File: config.mk
export PLATFORM = sky130hd
export DESIGN_NAME = shared_reg_arbiter
export DESIGN_NICKNAME = d
export VERILOG_FILES = /design/src/rtl/shared_reg_arbiter.sv
export SDC_FILE = /design/constraint.sdc
export NUM_CORES = 1
export LEC_CHECK = 0
export BUFFER_PORTS_ARGS = -buffer_cell sky130_fd_sc_hd__buf_2
export CORE_ASPECT_RATIO = 1.5
export CORE_MARGIN = 3
export CORE_UTILIZATION = 45
export CTS_CLUSTER_SIZE = 28
export DETAILED_ROUTE_END_ITERATION = 8
export GPL_TIMING_DRIVEN = 1
export PLACE_DENSITY = 0.66
export SYNTH_ARGS = -nofsm -noshare
export SYNTH_HDL_FRONTEND = slang
export SYNTH_SLANG_ARGS = --single-unit
File: constraint.sdc
create_clock -name clk -period 5.1 [get_ports clk]
set_input_delay 1.02 -clock clk [delete_from_list [all_inputs] [get_ports clk]]
set_output_delay 1.02 -clock clk [all_outputs]
set_load 0.005 [all_outputs]
File: src/rtl/shared_reg_arbiter.sv
// shared_reg_arbiter: round-robin arbiter that owns one shared DATA_W-bit
// register. A granted requester writes its lane into the register and gets a
// one-cycle ack. If it holds lock, it may keep the grant for up to MAX_HOLD
// consecutive writes. Every grant is followed by one IDLE bubble cycle.
//
// Ports
//   clk      in   clock; all state changes on the rising edge
//   rst_n    in   asynchronous active-low reset
//   req      in   [N_REQ]         level request per requester, held until served
//   lock     in   [N_REQ]         grantee asks to keep the grant for more writes
//   wdata    in   [N_REQ*DATA_W]  write data; lane i = wdata[i*DATA_W +: DATA_W]
//   gnt      out  [N_REQ]         registered grant, zero or one-hot
//   gnt_id   out  [IDW]           index of the current or most recent grantee
//   ack      out  [N_REQ]         one-cycle pulse; lane i was written
//   shared_q out  [DATA_W]        shared register contents
//   busy     out  1               high while a grant is active
module shared_reg_arbiter #(
  parameter int unsigned N_REQ    = 3,
  parameter int unsigned DATA_W   = 8,
  parameter int unsigned MAX_HOLD = 4,
  localparam int unsigned IDW     = $clog2(N_REQ)
) (
  input  logic                     clk,
  input  logic                     rst_n,
  input  logic [N_REQ-1:0]         req,
  input  logic [N_REQ-1:0]         lock,
  input  logic [N_REQ*DATA_W-1:0]  wdata,
  output logic [N_REQ-1:0]         gnt,
  output logic [IDW-1:0]           gnt_id,
  output logic [N_REQ-1:0]         ack,
  output logic [DATA_W-1:0]        shared_q,
  output logic                     busy
);

  // Burst counter only needs to reach MAX_HOLD-1; keep at least one bit.
  localparam int unsigned HCW = (MAX_HOLD > 1) ? $clog2(MAX_HOLD) : 1;

  typedef enum logic {
    IDLE  = 1'b0,
    GRANT = 1'b1
  } state_t;

  state_t            state;
  logic [IDW-1:0]    last;
  logic [HCW-1:0]    hold_cnt;

  logic              pick_valid_c;
  logic [IDW-1:0]    pick_idx_c;
  logic [N_REQ-1:0]  pick_oh_c;
  int unsigned       best_dist_c;
  int unsigned       dist_c;

  logic              req_g_c;
  logic              lock_g_c;
  logic [DATA_W-1:0] lane_c;
  logic              extend_c;

  // Round-robin pick: the requester closest after 'last' (with wrap) wins.
  // dist is 0 for last+1, N_REQ-1 for last itself.
  always_comb begin
    pick_valid_c = 1'b0;
    pick_idx_c   = '0;
    best_dist_c  = N_REQ;
    dist_c       = 0;
    for (int unsigned i = 0; i < N_REQ; i++) begin
      dist_c = (i + N_REQ - 1 - 32'(last)) % N_REQ;
      if (req[i] && (dist_c < best_dist_c)) begin
        pick_valid_c = 1'b1;
        pick_idx_c   = IDW'(i);
        best_dist_c  = dist_c;
      end
    end
    pick_oh_c = pick_valid_c ? (N_REQ'(1) << pick_idx_c) : '0;
  end

  // Select the grantee's request, lock and data lane using the one-hot grant.
  always_comb begin
    req_g_c  = 1'b0;
    lock_g_c = 1'b0;
    lane_c   = '0;
    for (int unsigned i = 0; i < N_REQ; i++) begin
      if (gnt[i]) begin
        req_g_c  = req[i];
        lock_g_c = lock[i];
        lane_c   = wdata[i*DATA_W +: DATA_W];
      end
    end
  end

  // Burst continues only while locked and below the per-grant write limit.
  always_comb begin
    extend_c = lock_g_c && (32'(hold_cnt) < (MAX_HOLD - 1));
  end

  // Arbiter FSM with registered outputs.
  always_ff @(posedge clk or negedge rst_n) begin
    if (!rst_n) begin
      state    <= IDLE;
      gnt      <= '0;
      gnt_id   <= '0;
      ack      <= '0;
      shared_q <= '0;
      busy     <= 1'b0;
      hold_cnt <= '0;
      last     <= IDW'(N_REQ - 1);
    end else begin
      ack <= '0;
      case (state)
        IDLE: begin
          if (pick_valid_c) begin
            gnt      <= pick_oh_c;
            gnt_id   <= pick_idx_c;
            hold_cnt <= '0;
            busy     <= 1'b1;
            state    <= GRANT;
          end
        end
        GRANT: begin
          if (!req_g_c) begin
            // Grantee withdrew: release without writing.
            gnt   <= '0;
            last  <= gnt_id;
            busy  <= 1'b0;
            state <= IDLE;
          end else begin
            shared_q <= lane_c;
            ack      <= gnt;
            if (extend_c) begin
              hold_cnt <= hold_cnt + HCW'(1);
            end else begin
              gnt   <= '0;
              last  <= gnt_id;
              busy  <= 1'b0;
              state <= IDLE;
            end
          end
        end
        default: begin
          gnt   <= '0;
          busy  <= 1'b0;
          state <= IDLE;
        end
      endcase
    end
  end

endmodule

* Yosys cells after proc, flatten, opt, wreduce, memory -nomap -nowiden
Cells that the tools add are included.
Widths: inputs -> output; s select.
** Storage, ports and cells
- Register bits :: 22
- Bits of input ports :: 32
- Output and inout port bits :: 17
** Cells by class
- Add/subtract/negate cells :: 4
- Div/mod/pow operators :: 3
- Magnitude comparators :: 4
- Equal/unequal tests :: 5
- Shifts and indexed selects :: 1
- Mux-type cells :: 36
- Bitwise operators :: 1
- Reductions and logical operators :: 9
** Operators by type and width (number)
- $mod 32x2->32 const B :: 3
- $lt 32x32->1 :: 2
- $mux 32 :: 2
- $lt 32x2->1 const B :: 1
- $mux 8 :: 3
- $mux 1 :: 16
- $mux 3 :: 5
- $mux 2 :: 6
- $reduce_and 2->1 :: 4
- $pmux 3 s2 :: 1
- $sub 2x2->3 const A :: 2
- $logic_and 1x1->1 :: 4
- $ne 2x1->1 const B :: 2
- $ne 2x2->1 const B :: 2
- $pmux 1 s2 :: 2
- $pmux 2 s2 :: 1
- $sub 3x2->4 const A :: 1
- $ne 3x3->1 const B :: 1
- $reduce_and 3->1 :: 1
- $shl 1x2->3 const A :: 1
- $add 2x1->2 const B :: 1
- $lt 2x2->1 const B :: 1
- $not 1->1 :: 1

* Depth between registers and ports, before layout
Gate-level depths: netlist of run 1.
- Word-level depth :: 14
- Depth in mapped cells :: 18

* Least setup slack after synthesis of run 1
OpenSTA, ideal clock, no wires.
- Path kind :: reg-to-reg
- From :: reg last[1]
- To :: reg state
- Setup time :: 0.118 ns
- Arrival :: 3.917 ns
- Required time :: 4.982 ns
- Setup slack :: 1.065 ns
- Cell stages (with the launch flop) :: 19
- Clock period less this slack :: 4.035 ns
- Cell sequence :: dfstp_2 ha_1 inv_1 ha_1 or4b_4 a21oi_1 and2_1 ha_1 nand2b_1 a21o_1 a21oi_1 o221a_2 ha_1 o211ai_1 a211oi_1 o211ai_1 a211oi_4 o21ai_1 a21o_1
** On the way
- Cells in the longest elaborated chain, start to end :: 13
- Elaborated cells on any way between the ends :: 19
- Those cells by class :: add/sub: 3; div: 3; order compare: 3; mux: 7; reduce/logical: 3
** Ends and longest elaborated chain
- start, declared :: RTL line 44 : logic [IDW-1:0] last;
- start signal, assigned :: RTL line 105 : last <= IDW'(N_REQ - 1);
- start signal, assigned :: RTL line 122 : last <= gnt_id;
- start signal, assigned :: RTL line 132 : last <= gnt_id;
- $sub 2x2->3 :: RTL line 66 : dist_c = (i + N_REQ - 1 - 32'(last)) % N_REQ;
- $mod 32x2->32 :: RTL line 66
- $lt 32x2->1 :: RTL line 67 : if (req[i] && (dist_c < best_dist_c)) begin
- $logic_and 1x1->1 :: RTL line 67
- $mux 32 :: RTL line 67
- $lt 32x32->1 :: RTL line 67
- $logic_and 1x1->1 :: RTL line 67
- $mux 32 :: RTL line 67
- $lt 32x32->1 :: RTL line 67
- $logic_and 1x1->1 :: RTL line 67
- $mux 1 * :: RTL line 67
- $mux 1 * :: RTL line 110 : if (pick_valid_c) begin
- $pmux 1 s2 * :: RTL line 108 : case (state)
- end signal, assigned :: RTL line 115 : state <= GRANT;
- end signal, assigned :: RTL line 124 : state <= IDLE;
- end signal, assigned :: RTL line 134 : state <= IDLE;
- end, declared :: RTL line 43 : state_t state;
Every way passes the cells marked *; elsewhere a longest branch is shown, timed or not.
A chain may end at the register's enable or synchronous reset.

* Worst setup path after layout of run 1
Ends and elaborated chain as after synthesis.

==> results of run 1 <==
## area by class of cell
| cell class | instances | share of cell area |
|---|---|---|
| Inverter | 12 | 0.0172 |
| Clock inverter | 1 | 0.0115 |
| Multi-Input combinational cell | 222 | 0.616 |
| Clock buffer | 3 | 0.0158 |
| Tap cell | 64 | 0.0306 |
| Sequential cell | 22 | 0.211 |
| Timing Repair Buffer | 50 | 0.0976 |
## worst register-to-register path: stages, from the launching register on
cell	delay, ns
dfstp_2	0.58
ha_1	0.17
inv_1	0.06
ha_1	0.27
or4b_4	0.46
a21oi_1	0.37
and2_1	0.19
ha_1	0.16
nand2b_1	0.15
a21o_1	0.13
a21oi_1	0.05
o221a_2	0.26
ha_1	0.27
o211ai_1	0.08
a211oi_1	0.23
o211ai_1	0.17
a211oi_4	0.38
o21ai_1	0.15
a21o_1	0.21
## worst paths after layout
check	start	to	cells past startpoint
setup / recovery	last[1]$_DFFE_PN1P_	state$_DFF_PN0_	18
hold / removal	shared_q[4]$_DFFE_PN0P_	shared_q[4]$_DFFE_PN0P_	2
setup reg to reg	last[1]$_DFFE_PN1P_	state$_DFF_PN0_	18
hold reg to reg	shared_q[4]$_DFFE_PN0P_	shared_q[4]$_DFFE_PN0P_	2
max in group asynchronous	rst_n	last[1]$_DFFE_PN1P_	1
min in group asynchronous	rst_n	shared_q[2]$_DFFE_PN0P_	1
## registers in the layout (all words and copies together) (netlist names)
name and flops:
gnt_id 2, gnt 3, ack 3, hold_cnt 2
busy 1, shared_q 8, last 2, state 1
## cells in the mapped netlist (2+ instances only)
library cell | instances | area share
a211oi_1 | 5 | 0.018
a21o_1 | 4 | 0.014
a21oi_1 | 17 | 0.040
a221o_1 | 9 | 0.042
a22oi_1 | 2 | 0.0070
a32oi_1 | 2 | 0.0082
clkbuf_1 | 7 | 0.012
dfrtp_1 | 21 | 0.25
ha_1 | 46 | 0.27
inv_1 | 12 | 0.021
mux2_2 | 2 | 0.011
mux2i_1 | 3 | 0.014
nand2_1 | 22 | 0.039
nand3_1 | 2 | 0.0047
nand3b_1 | 3 | 0.011
nand4_1 | 5 | 0.015
nor2_1 | 10 | 0.018
nor2b_1 | 3 | 0.0088
nor3_1 | 3 | 0.0070
nor3b_1 | 2 | 0.0070
o2111ai_1 | 2 | 0.0082
o211ai_1 | 7 | 0.025
o21ai_0 | 23 | 0.054
## per-stage QoR
step | hold WS (ns) | utilization | cell area, um2 | setup slack [ns]
2_1_floorplan | 0.473 | - | 2240 | 1.07
3_3_place_gp | 0.459 | 0.560 | 2540 | 0.836
3_5_place_dp | 0.468 | 0.560 | 2540 | 0.698
4_1_cts | 0.488 | 0.576 | 2620 | 0.658
5_1_grt | 0.523 | 0.576 | 2620 | 0.282
6_report | 0.480 | 0.576 | 2620 | 0.651
## metal layers
layer	global-route usage	wire length [um]	up-vias
met1	0.211	1900	909
met4	0.0443	28	0
met3	0.0224	160	2
li1	-	-	1015
met5	0	0	-
met2	0.345	2570	36
## cells by family after synthesis
family                     share of synthesized area
and+or+nand+nor                                0.142
DFF                                            0.259
adders and majority gates                      0.270
buffers and inverters                         0.0358
AOI/OAI and AO/OA                              0.267
muxes                                         0.0246
other                                        0.00176
## power by group through the flow
| stage | combinational (mW) | sequential (mW) | clock [mW] |
|---|---|---|---|
| global route | 1.08 | 0.338 | 0.171 |
| floorplan | 0.707 | 0.296 | 0 |
| detailed placement | 0.926 | 0.324 | 0 |
| global placement | 0.907 | 0.323 | 0 |
| finish | 0.913 | 0.322 | 0.160 |
| CTS | 0.931 | 0.322 | 0.165 |
==> run metrics, run 1 <==
Seq cells post-synth=22; CP Class=reg -> reg; maximum VDD drop=0.000335 V; insertion delay to the later sink of the worst-skew pair=0.26 ns; Sequential Power Share=0.231; crit path max fanout=7; Final nets=a little under 400; Layout Cells excl Fill=374; Clock Tree Buf Depth=2; WP buf/inv=1; CTS sink cnt=22; TritonCTS clock tree=yes; status=finished, final reports clean; RSZ-0062 raised after global routing=no; total power=about 1.4 mW; die area=5620 um2; register area share after synthesis=0.259; crit path cell chain=ha_1 > inv_1 > ha_1 > or4b_4 > a21oi_1 > and2_1 > ha_1 > nand2b_1 > a21o_1 > a21oi_1 > o221a_2 > ha_1 > o211ai_1 > a211oi_1 > o211ai_1 > a211oi_4 > o21ai_1 > a21o_1; post-layout min period=4.45 ns; worst min path class=reg -> reg; total gr overflow=0; Inst Count DP=between 300 and 400; Critical Path Max Stage Delay=0.58 ns; top_reg_cell synth=dfrtp_1; Ys Warns=0; CP startpoint kind=flip-flop; commonest non-fill, non-tap cells in the layout=buf_2 (48), ha_1 (46), conb_1 (30); Std-Cell Rows=30; crit path DAT=4.60 ns; CTS Buf Count=3; most common cell after layout, fill and taps aside=buf_2; Most Frequent Cell on Critical Path=ha_1; largest net degree at the start of global routing=23; Syn Inst Count=235; length of the first detailed-routing pass in iterations=4; Worst-Margin Slew=approximately 0.81 ns; DRC=0; Sw Ratio=0.454; Iteration-0 DRC Markers=between 50 and 60; Post-Synthesis Cell Area=about 2100 um2; Worst Setup End Kind=flip-flop; clock power share=0.115; Sw Pwr=between 0.6 and 0.7 mW; I/O pin total=49; Die W=62.2 um; Vias/cell=5.25; P_leak=around 1.4 nW; area added between synthesis and finish=22.7%; combinational power share=0.655; vias in the first global route=2,012; area of the multi-input gates=1610 um2; Power Internal=0.762 mW; syn avg cell area=9.07 um2; fin. max-slew vios=0; number of max-cap violations=0; WP data required=5.25 ns; Root Buffer=clkbuf_8; FILL cells=between 400 and 500; core area=approximately 4500 um2; synth unique cells=46; CP top delay family=compound AO/OA/AOI/OAI gates; GP Congestion=0.782; Via Count=1,962; R2R Setup Slk=0.65 ns; setup bufs post-CTS=0; setup TNS=0 ns; PwrDens=between 500 and 600 nW/um2; Achievable Freq=225 MHz; Tcrit/Tclk final=0.872; Post-synth ARST share=1.00; wire per inst=12.5 um; post-cts sizing count=0; Max stage delay cell, worst path=dfstp_2; initial antenna violation count=0; n_diodes=0; number of flops mapped to enable cells by yosys=0; dpl hpwl=just under 4000 um; layout cells sized above 1=0.197; first-pass GRT wire length=8690 um; Max transition margin=0.457; # hold bufs at CTS=0; clk slew on worst S/H paths=0.08 ns; Setup Viol. Count Final=0; Routed Antenna Nets=0; Total GRT Usage=0.181; die height=90.3 um; Worst Skew=between 0.009 and 0.01 ns; Final Hold Fails=0; Port-buffer cells=48; CTS HTree Levels=1; WL final=4670 um; initial core utilization=0.469; Reg area=approximately 550 um2
No activity file was read; power rests on OpenSTA's default activity.
==> run 2, diff against run 1 <==
--- a/config.mk
+++ b/config.mk
@@ -6,13 +6,16 @@
 export NUM_CORES = 1
 export LEC_CHECK = 0
 export BUFFER_PORTS_ARGS = -buffer_cell sky130_fd_sc_hd__buf_2
+export CELL_PAD_IN_SITES_DETAIL_PLACEMENT = 1
+export CELL_PAD_IN_SITES_GLOBAL_PLACEMENT = 2
 export CORE_ASPECT_RATIO = 1.5
 export CORE_MARGIN = 3
-export CORE_UTILIZATION = 45
+export CORE_UTILIZATION = 35
 export CTS_CLUSTER_SIZE = 28
 export DETAILED_ROUTE_END_ITERATION = 8
 export GPL_TIMING_DRIVEN = 1
-export PLACE_DENSITY = 0.66
+export PLACE_DENSITY = 0.82
+export SKIP_LAST_GASP = 1
 export SYNTH_ARGS = -nofsm -noshare
 export SYNTH_HDL_FRONTEND = slang
 export SYNTH_SLANG_ARGS = --single-unit
==> constraint.sdc (replaced) <==
create_clock -name clk -period 5.33 [get_ports clk]
set_input_delay 1.066 -clock clk [delete_from_list [all_inputs] [get_ports clk]]
set_output_delay 1.066 -clock clk [all_outputs]
set_load 0.005 [all_outputs]
==> run metrics, run 2 (synthesis gave the netlist of run 1 again) <==
status=finished, final reports clean; CP startpoint kind=flip-flop; RSZ-0062 raised after global routing=no; DRC=0; setup TNS=0 ns; CTS Buf Count=3; Layout Cells excl Fill=382; Tcrit/Tclk final=0.831; worst min path class=reg -> reg; CTS sink cnt=22; crit path DAT=4.59 ns; Iteration-0 DRC Markers=15; layout cells sized above 1=0.197; Inst Count DP=approximately 380; Routed Antenna Nets=0; Max transition margin=0.433; setup bufs post-CTS=0; initial antenna violation count=0; GP Congestion=0.780; max FFs per register=8; wire per inst=14.4 um; Worst Setup End Kind=flip-flop; area added between synthesis and finish=22.4%; Die W=69.7 um; Final Hold Fails=0; most common cell after layout, fill and taps aside=buf_2; CP Class=reg -> reg; initial core utilization=0.363; vias in the first global route=2,081; CP top delay family=compound AO/OA/AOI/OAI gates; Critical Path Max Stage Delay=0.58 ns; CTS HTree Levels=1; I/O pin total=between 40 and 50; PwrDens=just over 500 nW/um2; Most Frequent Cell on Critical Path=ha_1; Final nets=389; fin. max-slew vios=0; maximum VDD drop=0.000257 V; dpl hpwl=4580 um; core area=~6000 um2; Max stage delay cell, worst path=dfstp_2; Std-Cell Rows=34; commonest non-fill, non-tap cells in the layout=buf_2 (48), ha_1 (46), conb_1 (30); crit path max fanout=7; Clock Tree Buf Depth=2; Vias/cell=roughly 5.3; crit path cell chain=ha_1 > inv_1 > ha_1 > or4b_4 > a21oi_1 > and2_1 > ha_1 > nand2b_1 > a21o_1 > a21oi_1 > o221a_2 > ha_1 > o211ai_1 > a211oi_1 > o211ai_1 > a211oi_4 > o21ai_1 > a21o_1; Via Count=2,040; number of max-cap violations=0; Port-buffer cells=48; Worst Skew=0.00275 ns; top register by number of flip-flops=shared_q; TritonCTS clock tree=yes; post-layout min period=4.43 ns; Largest regs=shared_q (8), ack (3), gnt (3); largest net degree at the start of global routing=23; length of the first detailed-routing pass in iterations=4; Achievable Freq=226 MHz; Root Buffer=clkbuf_8; Total GRT Usage=0.163; P_leak=between 1 and 1.5 nW; die area=a little over 7000 um2; Worst-Margin Slew=0.842 ns; WP buf/inv=1; post-cts sizing count=0; clk slew on worst S/H paths=0.08 ns; total gr overflow=0; first-pass GRT wire length=around 9400 um; # hold bufs at CTS=0; Setup Viol. Count Final=0; FILL cells=approximately 750; insertion delay to the later sink of the worst-skew pair=between 0.2 and 0.3 ns; WP data required=5.49 ns; n_diodes=0; die height=102 um; WL final=between 5000 and 6000 um
[run 2: routing by layer]
layer	GRT usage	vias up	routed length (um)
li1	-	1016	-
met1	0.189	998	2310
met2	0.313	22	3000
met3	0.0189	4	134
met4	0.0531	0	77
met5	0	-	0
[run 2: stage by stage]
| stage | worst slack (ns) | util | hold slack [ns] | total power [mW] | area (um2) |
|---|---|---|---|---|---|
| 3_5_place_dp | 0.902 | 0.435 | 0.465 | 1.23 | 2550 |
| 4_1_cts | 0.885 | 0.445 | 0.483 | 1.36 | 2610 |
| 2_1_floorplan | 1.30 | - | 0.473 | 0.960 | 2240 |
| 5_1_grt | 0.520 | 0.445 | 0.531 | 1.51 | 2610 |
| 3_3_place_gp | 1.05 | 0.435 | 0.457 | 1.20 | 2550 |
| 6_report | 0.899 | 0.445 | 0.475 | 1.33 | 2610 |
[run 2: worst paths after layout]
path / from / to / slack, ns / depth (start not counted)
setup / recovery: last[1]$_DFFE_PN1P_ / state$_DFF_PN0_ / 0.90 / 18
hold / removal: shared_q[6]$_DFFE_PN0P_ / shared_q[6]$_DFFE_PN0P_ / 0.48 / 2
setup reg to reg: last[1]$_DFFE_PN1P_ / state$_DFF_PN0_ / 0.90 / 18
hold reg to reg: shared_q[6]$_DFFE_PN0P_ / shared_q[6]$_DFFE_PN0P_ / 0.48 / 2
max in group asynchronous: rst_n / last[1]$_DFFE_PN1P_ / 4.21 / 1
min in group asynchronous: rst_n / shared_q[3]$_DFFE_PN0P_ / 0.76 / 1
[run 2: area by class of cell]
type                       count  area (um2)  area share
multi-input combinational    222        1610       0.618
sequential                    22         552       0.211
inverter                      12        45.0      0.0173
tap                           72        90.1      0.0345
clock buffer                   4        55.1      0.0211
timing repair buffer          50         255      0.0978
[run 2: tightest hold or removal path, stage by stage, from the launching register on]
cell and delay, ns:
dfrtp_1 0.34, nand2_1 0.04, o21ai_0 0.05
[run 2: power breakdown]
group	total (mW)	switching (mW)	leakage [nW]	internal (mW)
registers	0.309	0.0753	0.282	0.233
logic	0.901	0.501	1.05	0.400
clock network	0.121	0.0548	0.0288	0.0659
